==> config.mk <==
export PLATFORM = sky130hd
export DESIGN_NAME = pipeline_hazard_ctrl_flat
export DESIGN_NICKNAME = d
export VERILOG_FILES = /design/src/rtl/pipeline_hazard_ctrl_pkg.sv /design/src/rtl/pipeline_hazard_ctrl_if.sv /design/src/rtl/pipeline_hazard_ctrl_fwd_select.sv /design/src/rtl/pipeline_hazard_ctrl.sv /design/src/flat_wrapper.sv
export SDC_FILE = /design/constraint.sdc
export NUM_CORES = 1
export LEC_CHECK = 0
export ABC_AREA = 0
export BUFFER_PORTS_ARGS = -buffer_cell sky130_fd_sc_hd__buf_2
export CAP_MARGIN = 5
export CELL_PAD_IN_SITES_DETAIL_PLACEMENT = 1
export CELL_PAD_IN_SITES_GLOBAL_PLACEMENT = 2
export CORE_MARGIN = 8
export CORE_UTILIZATION = 38
export DETAILED_ROUTE_END_ITERATION = 6
export PLACE_DENSITY_LB_ADDON = 0.1
export SYNTH_ARGS = -nofsm -noshare
export SYNTH_HDL_FRONTEND = slang
export SYNTH_SLANG_ARGS = --single-unit
==> constraint.sdc <==
create_clock -name clk -period 4.7 [get_ports clk]
set_input_delay 0.235 -clock clk [delete_from_list [all_inputs] [get_ports clk]]
set_output_delay 0.235 -clock clk [all_outputs]
set_load 0.01 [all_outputs]
==> src/rtl/pipeline_hazard_ctrl_pkg.sv <==
// Shared types for the pipeline hazard controller: forwarding encodings,
// FSM states and the shadow-stage records tracked for EX, MEM and WB.
package pipe_ctrl_pkg;

  localparam int unsigned REG_W = 5;

  typedef enum logic [1:0] {
    FWD_RF    = 2'b00,
    FWD_MEMWB = 2'b01,
    FWD_EXMEM = 2'b10
  } fwd_sel_e;

  typedef enum logic {
    ST_RUN      = 1'b0,
    ST_MEM_WAIT = 1'b1
  } ctrl_state_e;

  typedef struct packed {
    logic             valid;
    logic [REG_W-1:0] rd;
    logic             reg_write;
    logic             mem_read;
    logic             mem_write;
  } stage_t;

  typedef struct packed {
    stage_t           ctl;
    logic [REG_W-1:0] rs1;
    logic [REG_W-1:0] rs2;
  } ex_stage_t;

endpackage

==> src/rtl/pipeline_hazard_ctrl_if.sv <==
// Bundle between the pipeline datapath and the hazard controller.
interface pipeline_hazard_ctrl_if #(
  parameter int unsigned CNT_W = 32
);
  import pipe_ctrl_pkg::*;

  logic             id_valid;
  logic [REG_W-1:0] id_rs1;
  logic [REG_W-1:0] id_rs2;
  logic [REG_W-1:0] id_rd;
  logic             id_use_rs1;
  logic             id_use_rs2;
  logic             id_reg_write;
  logic             id_mem_read;
  logic             id_mem_write;
  logic             ex_branch_taken;
  logic             mem_ready;

  logic             pc_en;
  logic             ifid_en;
  logic             idex_en;
  logic             exmem_en;
  logic             memwb_en;
  logic             ifid_flush;
  logic             idex_flush;
  logic             pc_sel_branch;
  logic [1:0]       fwd_a;
  logic [1:0]       fwd_b;
  logic [CNT_W-1:0] stall_cnt;
  logic [CNT_W-1:0] flush_cnt;
  logic             mem_err;

  modport master (
    output id_valid, id_rs1, id_rs2, id_rd, id_use_rs1, id_use_rs2,
           id_reg_write, id_mem_read, id_mem_write, ex_branch_taken, mem_ready,
    input  pc_en, ifid_en, idex_en, exmem_en, memwb_en, ifid_flush, idex_flush,
           pc_sel_branch, fwd_a, fwd_b, stall_cnt, flush_cnt, mem_err
  );

  modport slave (
    input  id_valid, id_rs1, id_rs2, id_rd, id_use_rs1, id_use_rs2,
           id_reg_write, id_mem_read, id_mem_write, ex_branch_taken, mem_ready,
    output pc_en, ifid_en, idex_en, exmem_en, memwb_en, ifid_flush, idex_flush,
           pc_sel_branch, fwd_a, fwd_b, stall_cnt, flush_cnt, mem_err
  );

endinterface

==> src/rtl/pipeline_hazard_ctrl_fwd_select.sv <==
// Forwarding select for one ALU operand; the younger MEM producer beats WB.
module fwd_select
  import pipe_ctrl_pkg::*;
(
  input  logic [REG_W-1:0] src,
  input  logic             mem_wr,
  input  logic [REG_W-1:0] mem_rd,
  input  logic             wb_wr,
  input  logic [REG_W-1:0] wb_rd,
  output logic [1:0]       sel_c
);

  logic mem_hit;
  logic wb_hit;

  // x0 is hardwired zero, so it never takes a forwarded value
  assign mem_hit = mem_wr && (mem_rd != '0) && (mem_rd == src);
  assign wb_hit  = wb_wr  && (wb_rd  != '0) && (wb_rd  == src);

  always_comb begin
    sel_c = FWD_RF;
    if (mem_hit) begin
      sel_c = FWD_EXMEM;
    end else if (wb_hit) begin
      sel_c = FWD_MEMWB;
    end
  end

endmodule

==> src/rtl/pipeline_hazard_ctrl.sv <==
// Hazard/sequencing controller for the 5-stage core: stalls, flushes,
// forwarding selects, memory-wait freeze with timeout, and perf counters.
module pipeline_hazard_ctrl
  import pipe_ctrl_pkg::*;
#(
  parameter int unsigned CNT_W       = 32,
  parameter int unsigned MEM_TIMEOUT = 16
) (
  input logic                   clk,
  input logic                   reset,
  pipeline_hazard_ctrl_if.slave bus
);

  localparam int unsigned WAIT_W = $clog2(MEM_TIMEOUT + 1);
  localparam logic [WAIT_W-1:0] WAIT_MAX = WAIT_W'(MEM_TIMEOUT);

  ex_stage_t   ex_q, id_entry;
  stage_t      mem_q, wb_q;
  ctrl_state_e state_q, state_d;
  logic [WAIT_W-1:0] wait_q, wait_d;
  logic        err_q, err_d;
  logic [CNT_W-1:0] stall_q, flush_q;

  logic       freeze_c, branch_flush_c, load_use_c, rs1_hit_c, rs2_hit_c;
  logic [4:0] en_c;
  logic       ifid_flush_c, idex_flush_c, pc_sel_c;
  logic [1:0] fwd_a_c, fwd_b_c;
  logic       unused_wb_mem;

  assign freeze_c       = mem_q.valid & (mem_q.mem_read | mem_q.mem_write) & ~bus.mem_ready;
  assign branch_flush_c = bus.ex_branch_taken & ex_q.ctl.valid & ~freeze_c;
  assign rs1_hit_c      = bus.id_use_rs1 & (bus.id_rs1 == ex_q.ctl.rd);
  assign rs2_hit_c      = bus.id_use_rs2 & (bus.id_rs2 == ex_q.ctl.rd);
  assign load_use_c     = ~freeze_c & ~branch_flush_c & ex_q.ctl.valid & ex_q.ctl.mem_read &
                          (ex_q.ctl.rd != '0) & bus.id_valid & (rs1_hit_c | rs2_hit_c);

  // Enables ordered {pc, ifid, idex, exmem, memwb}; priority freeze > branch > load-use
  always_comb begin
    en_c         = 5'b11111;
    ifid_flush_c = 1'b0;
    idex_flush_c = 1'b0;
    pc_sel_c     = 1'b0;
    if (freeze_c) begin
      en_c = 5'b00000;
    end else if (branch_flush_c) begin
      ifid_flush_c = 1'b1;
      idex_flush_c = 1'b1;
      pc_sel_c     = 1'b1;
    end else if (load_use_c) begin
      en_c         = 5'b00111;
      idex_flush_c = 1'b1;
    end
  end

  always_comb begin
    id_entry               = '0;
    id_entry.ctl.valid     = bus.id_valid;
    id_entry.ctl.rd        = bus.id_rd;
    id_entry.ctl.reg_write = bus.id_reg_write;
    id_entry.ctl.mem_read  = bus.id_mem_read;
    id_entry.ctl.mem_write = bus.id_mem_write;
    id_entry.rs1           = bus.id_rs1;
    id_entry.rs2           = bus.id_rs2;
  end

  // Shadow pipeline advances in lockstep with the real one; frozen during memory wait
  always_ff @(posedge clk or negedge reset) begin
    if (!reset) begin
      ex_q  <= '0;
      mem_q <= '0;
      wb_q  <= '0;
    end else if (!freeze_c) begin
      wb_q  <= mem_q;
      mem_q <= ex_q.ctl;
      ex_q  <= idex_flush_c ? '0 : id_entry;
    end
  end

  assign unused_wb_mem = wb_q.mem_read | wb_q.mem_write;

  fwd_select u_fwd_a (
    .src    (ex_q.rs1),
    .mem_wr (mem_q.valid & mem_q.reg_write),
    .mem_rd (mem_q.rd),
    .wb_wr  (wb_q.valid & wb_q.reg_write),
    .wb_rd  (wb_q.rd),
    .sel_c  (fwd_a_c)
  );

  fwd_select u_fwd_b (
    .src    (ex_q.rs2),
    .mem_wr (mem_q.valid & mem_q.reg_write),
    .mem_rd (mem_q.rd),
    .wb_wr  (wb_q.valid & wb_q.reg_write),
    .wb_rd  (wb_q.rd),
    .sel_c  (fwd_b_c)
  );

  always_ff @(posedge clk or negedge reset) begin
    if (!reset) begin
      state_q <= ST_RUN;
      wait_q  <= '0;
      err_q   <= 1'b0;
    end else begin
      state_q <= state_d;
      wait_q  <= wait_d;
      err_q   <= err_d;
    end
  end

  // Wait counter includes the cycle the freeze is first seen in RUN
  always_comb begin
    state_d = state_q;
    wait_d  = wait_q;
    err_d   = err_q;
    unique case (state_q)
      ST_RUN: begin
        if (freeze_c) begin
          state_d = ST_MEM_WAIT;
          wait_d  = WAIT_W'(1);
        end
      end
      ST_MEM_WAIT: begin
        if (bus.mem_ready) begin
          state_d = ST_RUN;
        end else if (wait_q != WAIT_MAX) begin
          wait_d = wait_q + 1'b1;
        end
      end
      default: state_d = ST_RUN;
    endcase
    if ((state_d == ST_MEM_WAIT) && (wait_d == WAIT_MAX)) begin
      err_d = 1'b1;
    end
  end

  always_ff @(posedge clk or negedge reset) begin
    if (!reset) begin
      stall_q <= '0;
      flush_q <= '0;
    end else begin
      if ((freeze_c || load_use_c) && (stall_q != '1)) begin
        stall_q <= stall_q + 1'b1;
      end
      if (branch_flush_c && (flush_q != '1)) begin
        flush_q <= flush_q + 1'b1;
      end
    end
  end

  assign bus.pc_en         = en_c[4];
  assign bus.ifid_en       = en_c[3];
  assign bus.idex_en       = en_c[2];
  assign bus.exmem_en      = en_c[1];
  assign bus.memwb_en      = en_c[0];
  assign bus.ifid_flush    = ifid_flush_c;
  assign bus.idex_flush    = idex_flush_c;
  assign bus.pc_sel_branch = pc_sel_c;
  assign bus.fwd_a         = fwd_a_c;
  assign bus.fwd_b         = fwd_b_c;
  assign bus.stall_cnt     = stall_q;
  assign bus.flush_cnt     = flush_q;
  assign bus.mem_err       = err_q;

endmodule

==> src/flat_wrapper.sv <==
// flat-port wrapper written by rule: the top's interface ports become plain ports
module pipeline_hazard_ctrl_flat import pipe_ctrl_pkg::*;
#(
  parameter int unsigned CNT_W       = 32,
  parameter int unsigned MEM_TIMEOUT = 16
)
  (clk, reset, bus_id_valid, bus_id_rs1, bus_id_rs2, bus_id_rd, bus_id_use_rs1, bus_id_use_rs2, bus_id_reg_write, bus_id_mem_read, bus_id_mem_write, bus_ex_branch_taken, bus_mem_ready, bus_pc_en, bus_ifid_en, bus_idex_en, bus_exmem_en, bus_memwb_en, bus_ifid_flush, bus_idex_flush, bus_pc_sel_branch, bus_fwd_a, bus_fwd_b, bus_stall_cnt, bus_flush_cnt, bus_mem_err);
  pipeline_hazard_ctrl_if #(.CNT_W(CNT_W)) bus_i ();
  input logic clk;
  input logic reset;
  input wire logic [$bits(bus_i.id_valid)-1:0] bus_id_valid;
  input wire logic [$bits(bus_i.id_rs1)-1:0] bus_id_rs1;
  input wire logic [$bits(bus_i.id_rs2)-1:0] bus_id_rs2;
  input wire logic [$bits(bus_i.id_rd)-1:0] bus_id_rd;
  input wire logic [$bits(bus_i.id_use_rs1)-1:0] bus_id_use_rs1;
  input wire logic [$bits(bus_i.id_use_rs2)-1:0] bus_id_use_rs2;
  input wire logic [$bits(bus_i.id_reg_write)-1:0] bus_id_reg_write;
  input wire logic [$bits(bus_i.id_mem_read)-1:0] bus_id_mem_read;
  input wire logic [$bits(bus_i.id_mem_write)-1:0] bus_id_mem_write;
  input wire logic [$bits(bus_i.ex_branch_taken)-1:0] bus_ex_branch_taken;
  input wire logic [$bits(bus_i.mem_ready)-1:0] bus_mem_ready;
  output wire logic [$bits(bus_i.pc_en)-1:0] bus_pc_en;
  output wire logic [$bits(bus_i.ifid_en)-1:0] bus_ifid_en;
  output wire logic [$bits(bus_i.idex_en)-1:0] bus_idex_en;
  output wire logic [$bits(bus_i.exmem_en)-1:0] bus_exmem_en;
  output wire logic [$bits(bus_i.memwb_en)-1:0] bus_memwb_en;
  output wire logic [$bits(bus_i.ifid_flush)-1:0] bus_ifid_flush;
  output wire logic [$bits(bus_i.idex_flush)-1:0] bus_idex_flush;
  output wire logic [$bits(bus_i.pc_sel_branch)-1:0] bus_pc_sel_branch;
  output wire logic [$bits(bus_i.fwd_a)-1:0] bus_fwd_a;
  output wire logic [$bits(bus_i.fwd_b)-1:0] bus_fwd_b;
  output wire logic [$bits(bus_i.stall_cnt)-1:0] bus_stall_cnt;
  output wire logic [$bits(bus_i.flush_cnt)-1:0] bus_flush_cnt;
  output wire logic [$bits(bus_i.mem_err)-1:0] bus_mem_err;
  assign bus_i.id_valid = bus_id_valid;
  assign bus_i.id_rs1 = bus_id_rs1;
  assign bus_i.id_rs2 = bus_id_rs2;
  assign bus_i.id_rd = bus_id_rd;
  assign bus_i.id_use_rs1 = bus_id_use_rs1;
  assign bus_i.id_use_rs2 = bus_id_use_rs2;
  assign bus_i.id_reg_write = bus_id_reg_write;
  assign bus_i.id_mem_read = bus_id_mem_read;
  assign bus_i.id_mem_write = bus_id_mem_write;
  assign bus_i.ex_branch_taken = bus_ex_branch_taken;
  assign bus_i.mem_ready = bus_mem_ready;
  assign bus_pc_en = bus_i.pc_en;
  assign bus_ifid_en = bus_i.ifid_en;
  assign bus_idex_en = bus_i.idex_en;
  assign bus_exmem_en = bus_i.exmem_en;
  assign bus_memwb_en = bus_i.memwb_en;
  assign bus_ifid_flush = bus_i.ifid_flush;
  assign bus_idex_flush = bus_i.idex_flush;
  assign bus_pc_sel_branch = bus_i.pc_sel_branch;
  assign bus_fwd_a = bus_i.fwd_a;
  assign bus_fwd_b = bus_i.fwd_b;
  assign bus_stall_cnt = bus_i.stall_cnt;
  assign bus_flush_cnt = bus_i.flush_cnt;
  assign bus_mem_err = bus_i.mem_err;
  pipeline_hazard_ctrl #(.CNT_W(CNT_W), .MEM_TIMEOUT(MEM_TIMEOUT)) u_core (.clk(clk), .reset(reset), .bus(bus_i));
endmodule
# [Yosys cells after proc, flatten, opt, wreduce, memory -nomap -nowiden]
# Index checks and enable logic that the tools add are counted.
[word_totals] register_bits=106 in_bits=25 wordCells=86
[op_classes] add_sub_neg=3 eq_ne=10 mux=20 bitwise_logic=20 reduce_logical=13
[op_table] operator="$add 32x1->32 const B" count=2
[op_table] operator="$ne 32x32->1 const B" count=2
[op_table] operator="$eq 5x5->1" count=6
[op_table] operator="$mux 5" count=6
[op_table] operator="$mux 19" count=1
[op_table] operator="$reduce_bool 5->1" count=3
[op_table] operator="$and 1x1->1" count=14
[op_table] operator="$pmux 5 s2" count=1
[op_table] operator="$logic_and 1x1->1" count=9
[op_table] operator="$mux 1" count=9
[op_table] operator="$add 5x1->5 const B" count=1
[op_table] operator="$eq 5x5->1 const B" count=1
[op_table] operator="$ne 5x5->1 const B" count=1
[op_table] operator="$mux 2" count=2
[op_table] operator="$not 1->1" count=4
[op_table] operator="$or 1x1->1" count=2
[op_table] operator="$pmux 1 s2" count=1
[op_table] operator="$logic_or 1x1->1" count=1

# [Longest topological paths before layout]
[logic_depth] word_depth=16 ltp_mapped=9 depth_no_buf=9

# [By module]
# Synthesis repeated with hierarchy kept, for this count alone.
[unflattened] cells_unflattened=526 area_unflattened_um2=5228.8
[modules_own_cells] module="pipeline_hazard_ctrl" instances=1 cells_per_inst=484 area_per_inst_um2=4911.0
[modules_own_cells] module="fwd_select" instances=2 cells_per_inst=21 area_per_inst_um2=158.9

# [Worst setup path before layout]
# Ideal clock, no wire load.
[synth_path] kind="reg-to-reg" startpoint="register u_core.flush_q[3] (netlist: u_core.bus.flush_cnt[3])" endpoint="register u_core.flush_q[1] (netlist: u_core.bus.flush_cnt[1])" t_arrival_ns=1.802 setup_slack_ns=2.770 stages_incl_launch_ff=7 n_path_buf=1 path_cell_list="dfrtp_1 > and3_1 > and3_1 > clkbuf_2 > and3_1 > a31oi_4 > mux2_1"
[synth_via] elab_chain_len=2
[synth_rtl] item="from (decl)" line="pipeline_hazard_ctrl.sv:22" rtl="logic [CNT_W-1:0] stall_q, flush_q;"
[synth_rtl] item="from (signal assigned)" line="pipeline_hazard_ctrl.sv:146" rtl="flush_q <= flush_q + 1'b1;"
[synth_rtl] item="$ne 32x32->1" line="pipeline_hazard_ctrl.sv:145" rtl="if (branch_flush_c && (flush_q != '1)) begin"
[synth_rtl] item="$logic_and 1x1->1" line="pipeline_hazard_ctrl.sv:145"
# No other way between the ends.
# A chain may end at the register's enable or synchronous reset.

# [Worst setup path after layout]
[layout_path] startpoint="register u_core.mem_q[0] in the netlist's numbering" endpoint="output port bus_idex_flush"
[layout_via] elab_chain_len=15
[layout_rtl] item="from (decl)" line="pipeline_hazard_ctrl.sv:18" rtl="stage_t mem_q, wb_q;"
[layout_rtl] item="from (signal assigned)" line="pipeline_hazard_ctrl.sv:74" rtl="mem_q <= ex_q.ctl;"
[layout_rtl] item="$or 1x1->1 *" line="pipeline_hazard_ctrl.sv:30" rtl="assign freeze_c = mem_q.valid & (mem_q.mem_read | mem_q.mem_write) & ~bus.mem_ready;"
[layout_rtl] item="$and 1x1->1 * (2 in series)" line="pipeline_hazard_ctrl.sv:30"
[layout_rtl] item="$not 1->1" line="pipeline_hazard_ctrl.sv:31, pipeline_hazard_ctrl.sv:34"
[layout_rtl] item="$and 1x1->1" line="pipeline_hazard_ctrl.sv:31" rtl="assign branch_flush_c = bus.ex_branch_taken & ex_q.ctl.valid & ~freeze_c;"
[layout_rtl] item="$not 1->1" line="pipeline_hazard_ctrl.sv:34" rtl="assign load_use_c = ~freeze_c & ~branch_flush_c & ex_q.ctl.valid & ex_q.ctl.mem_read &"
[layout_rtl] item="$and 1x1->1 (4 in series)" line="pipeline_hazard_ctrl.sv:34"
[layout_rtl] item="$and 1x1->1 (2 in series)" line="pipeline_hazard_ctrl.sv:35" rtl="(ex_q.ctl.rd != '0) & bus.id_valid & (rs1_hit_c | rs2_hit_c);"
[layout_rtl] item="$mux 1" line="pipeline_hazard_ctrl.sv:49" rtl="end else if (load_use_c) begin"
[layout_rtl] item="$mux 1" line="pipeline_hazard_ctrl.sv:45" rtl="end else if (branch_flush_c) begin"
[layout_rtl] item="$mux 1 *" line="pipeline_hazard_ctrl.sv:43" rtl="if (freeze_c) begin"
[layout_rtl] item="to (decl)" line="flat_wrapper.sv:28" rtl="output wire logic [$bits(bus_i.idex_flush)-1:0] bus_idex_flush;"
# Mark *: on every way between the ends. The rest lies on a longest branch, timed or not.

==> metrics <==
Resize count post-CTS=0; first-pass GRT wire length=24300 um; clock tree buffer depth=2; Mean Syn Cell Area=around 10 um^2; hold crit path type=in2async; CTS tree=built; grt total ovfl=0; CP startpoint kind=flop; Cells after Synth=527; Tmin final=~2.9 ns; Root Buffer=clkbuf_16; Final ANT Viol Nets=0; Worst Path Required=between 4 and 5 ns; syn_nets=556; core area=around 14000 um^2; drc violations=0; register area share after synthesis=between 40% and 50%; maxcap violations=0; H-tree depth=3; Clock Skews=0.00610 ns; P per Cell Area=437 nW/um^2; crit share post-route=61.9%; Skew-Pair Late Insertion Delay=0.35 ns; unrepaired setup endpoints after global routing=false; #FFs+latches synth=roughly 110; main area contributors after synthesis=dfrtp_1, xnor2_1, nand2_1; violated checks=hold timing; All-Layer GR Usage=16.7%; Hold-fix buffers, CTS=0; initial antenna violation count=2; number of buffers added on ports=a little over 100; Max Freq=0.344 GHz; Final Hold Fails=22; DRT iter0 DRCs=approximately 180; Sw Share=~36%; Seq pwr share=48.6%; final slew viol count=0; Distinct cells, synth=a little under 60; detailed placement HPWL=roughly 11000 um; CTS buffer count=9; Worst Path Max Fanout=40; slew margin rel.=44.8%; status=finished with violations; yosys warns=0; diodes inserted=0; GP Congestion=approximately 0.78; top-count cell post-synth=dfrtp_1; DR vias=4141; final worst setup slack=~1.8 ns; crit path DAT=2.67 ns; IR drop worst, VDD=between 0.15 and 0.2 mV; Setup TNS=0 ns; Worst Tran Pin Value=around 0.83 ns; vias per std cell=5.14; Pre-Repair DR Iteration Count=5; Worst Reg2Reg Path Length in Cells=9; kind of critical path=reg2out; final setup vio count=0; largest net degree at the start of global routing=62; Compound-Gate Fraction of Synth Area=approximately 7.5%; mapped cell area=about 5400 um^2; Post-synth ARST share=100%; Die X=135 um; TritonCTS Sinks=106; top_reg_cell synth=dfrtp_1; row count=43; XOR/XNOR Fraction of Synth Area=approximately 15%; dpl ws=2.11 ns; number of flops mapped to enable cells by yosys=0; layout cell share with drive strength beyond 1=23.8%; area leader, netlist=dfrtp_1; Combinational Power Share=about a quarter; vias in the first global route=4594; area share of the largest cell type after synthesis=49.4%; Internal=0.00176 W; multiplexer area fraction after synthesis=less than 1%; Worst setup EP type=primary output; die height=135 um; Initial Util=38.8%; DRT Wirelength=14500 um; Synth top cells by count=dfrtp_1, nand2_1, xnor2_1, xor2_1, nand3_1; clock share of power=25.8%; number of post-CTS setup repair buffers=0; Post-Synth Simple-Gate Area=between 20% and 30%; P&R area growth vs syn=16.9%; Hold Worst Slack=-0.0396 ns; P_leak=between 3 and 4 nW; largest family of logic cells by synthesized area=simple AND/OR/NAND/NOR gates; nets=650; Die ar.=around 18000 um^2; Clock transition at path regs=0.07 ns; adder-cell share of the synthesized area=0.932%; P_sw=~0.001 W; Ports=102; drt wl/cell=18.0 um
## flip-flops by register name, summed over array words and instances, names as in the netlist
register,count
u_core.bus.mem_err,1
u_core.state_q,1
u_core.bus.stall_cnt,32
u_core.ex_q,19
u_core.wait_q,5
u_core.mem_q,9
u_core.bus.flush_cnt,32
u_core.wb_q,7
## metrics by stage
stage	std cells	total power [W]	hold WS, ns	area (um^2)	util, %
floorplan	527	0.00180	-0.0606	5370	-
global placement	790	0.00203	0.375	6010	43.5
detailed placement	790	0.00207	0.394	6010	43.5
CTS	806	0.00278	0.0114	6270	45.4
global route	806	0.00292	0.0317	6270	45.4
finish	806	0.00274	-0.0396	6270	45.4
## critical path: stages, from the launching register on
cell and delay (ns):
dfrtp_1 0.38, o21bai_1 0.21, nor2_2 0.07, inv_2 0.52, nand3_2 0.18, inv_1 0.18
a41o_1 0.52, buf_2 0.25
## metal layers
| metal | share of wire (%) | GRT usage [%] | wire [um] | vias up |
|---|---|---|---|---|
| met3 | 3.9 | 3.34 | 565 | 15 |
| met5 | 0.15 | 0 | 22 | - |
| met2 | 48 | 27.5 | 7000 | 70 |
| met4 | 1.3 | 5.61 | 189 | 4 |
| li1 | - | - | - | 1988 |
| met1 | 47 | 21.4 | 6760 | 2064 |
## cells by family after synthesis
group | after synthesis
AO/OA/AOI/OAI | 51
XOR/XNOR | 89
adder cells (fa/ha/maj) | 4
buffers and inverters | 36
flip-flops | 106
multiplexers | 3
AND/OR/NAND/NOR | 238
## layout make-up
cell class              instances  area (um^2)
fillers                      1593         7550
flip-flops and latches        106         2650
multi-input cells             385         2550
repair buffers                103          523
clock buffers                  13          250
well taps                     180          225
inverters                      16         60.1
clock inverters                 3         15.0
## layout by cell type (no fill, tap or decap), types with 2 or more instances in the layout
cell type  netlist  final
mux2_2           2      2
o21ai_0          7      7
nand2b_1         4      4
buf_4            6      3
nand3_1         31     31
clkinv_2         0      3
nor4_2           8      8
clkbuf_16        0      9
and2_1           2      2
and4_1           3      3
nor3_4           2      2
nand3_2          5      5
nand2_1        100    100
nor4_1           7      7
nor2_1          23     22
clkbuf_1         6      3
a32o_1           3      3
nor3_1          12     12
buf_2            3    100
or4_1            5      5
and3_1           7      7
dfrtp_1        106    106
ha_1             4      4
xor2_1          40     40
a21oi_1         19     19
o211ai_1         2      2
nand4_1         16     16
xnor2_1         49     49
inv_1           15     15
nor2b_1          4      4
a31oi_4          3      3
a41o_1           3      3
## power groups by stage
stage | logic, W | registers, W | clock network (W)
3_3_place_gp | 0.000686 | 0.00134 | 0
6_report | 0.000702 | 0.00133 | 0.000706
3_5_place_dp | 0.000713 | 0.00135 | 0
2_1_floorplan | 0.000513 | 0.00128 | 0
5_1_grt | 0.000800 | 0.00136 | 0.000757
4_1_cts | 0.000719 | 0.00134 | 0.000730
## worst paths after layout
path | slack, ns | start | to
setup / recovery | 1.79 | u_core.mem_q[0] | bus_idex_flush
max in group asynchronous | 3.57 | reset | u_core.bus.flush_cnt[24]
hold reg to reg | 0.48 | u_core.mem_q[0] | u_core.mem_q[0]
hold / removal | -0.04 | reset | u_core.wb_q[5]
setup reg to reg | 2.13 | u_core.mem_q[0] | u_core.bus.flush_cnt[31]
min in group clk | 0.12 | bus_id_rd[2] | u_core.ex_q[15]
Note: power is estimated with default switching activity, not from simulation.
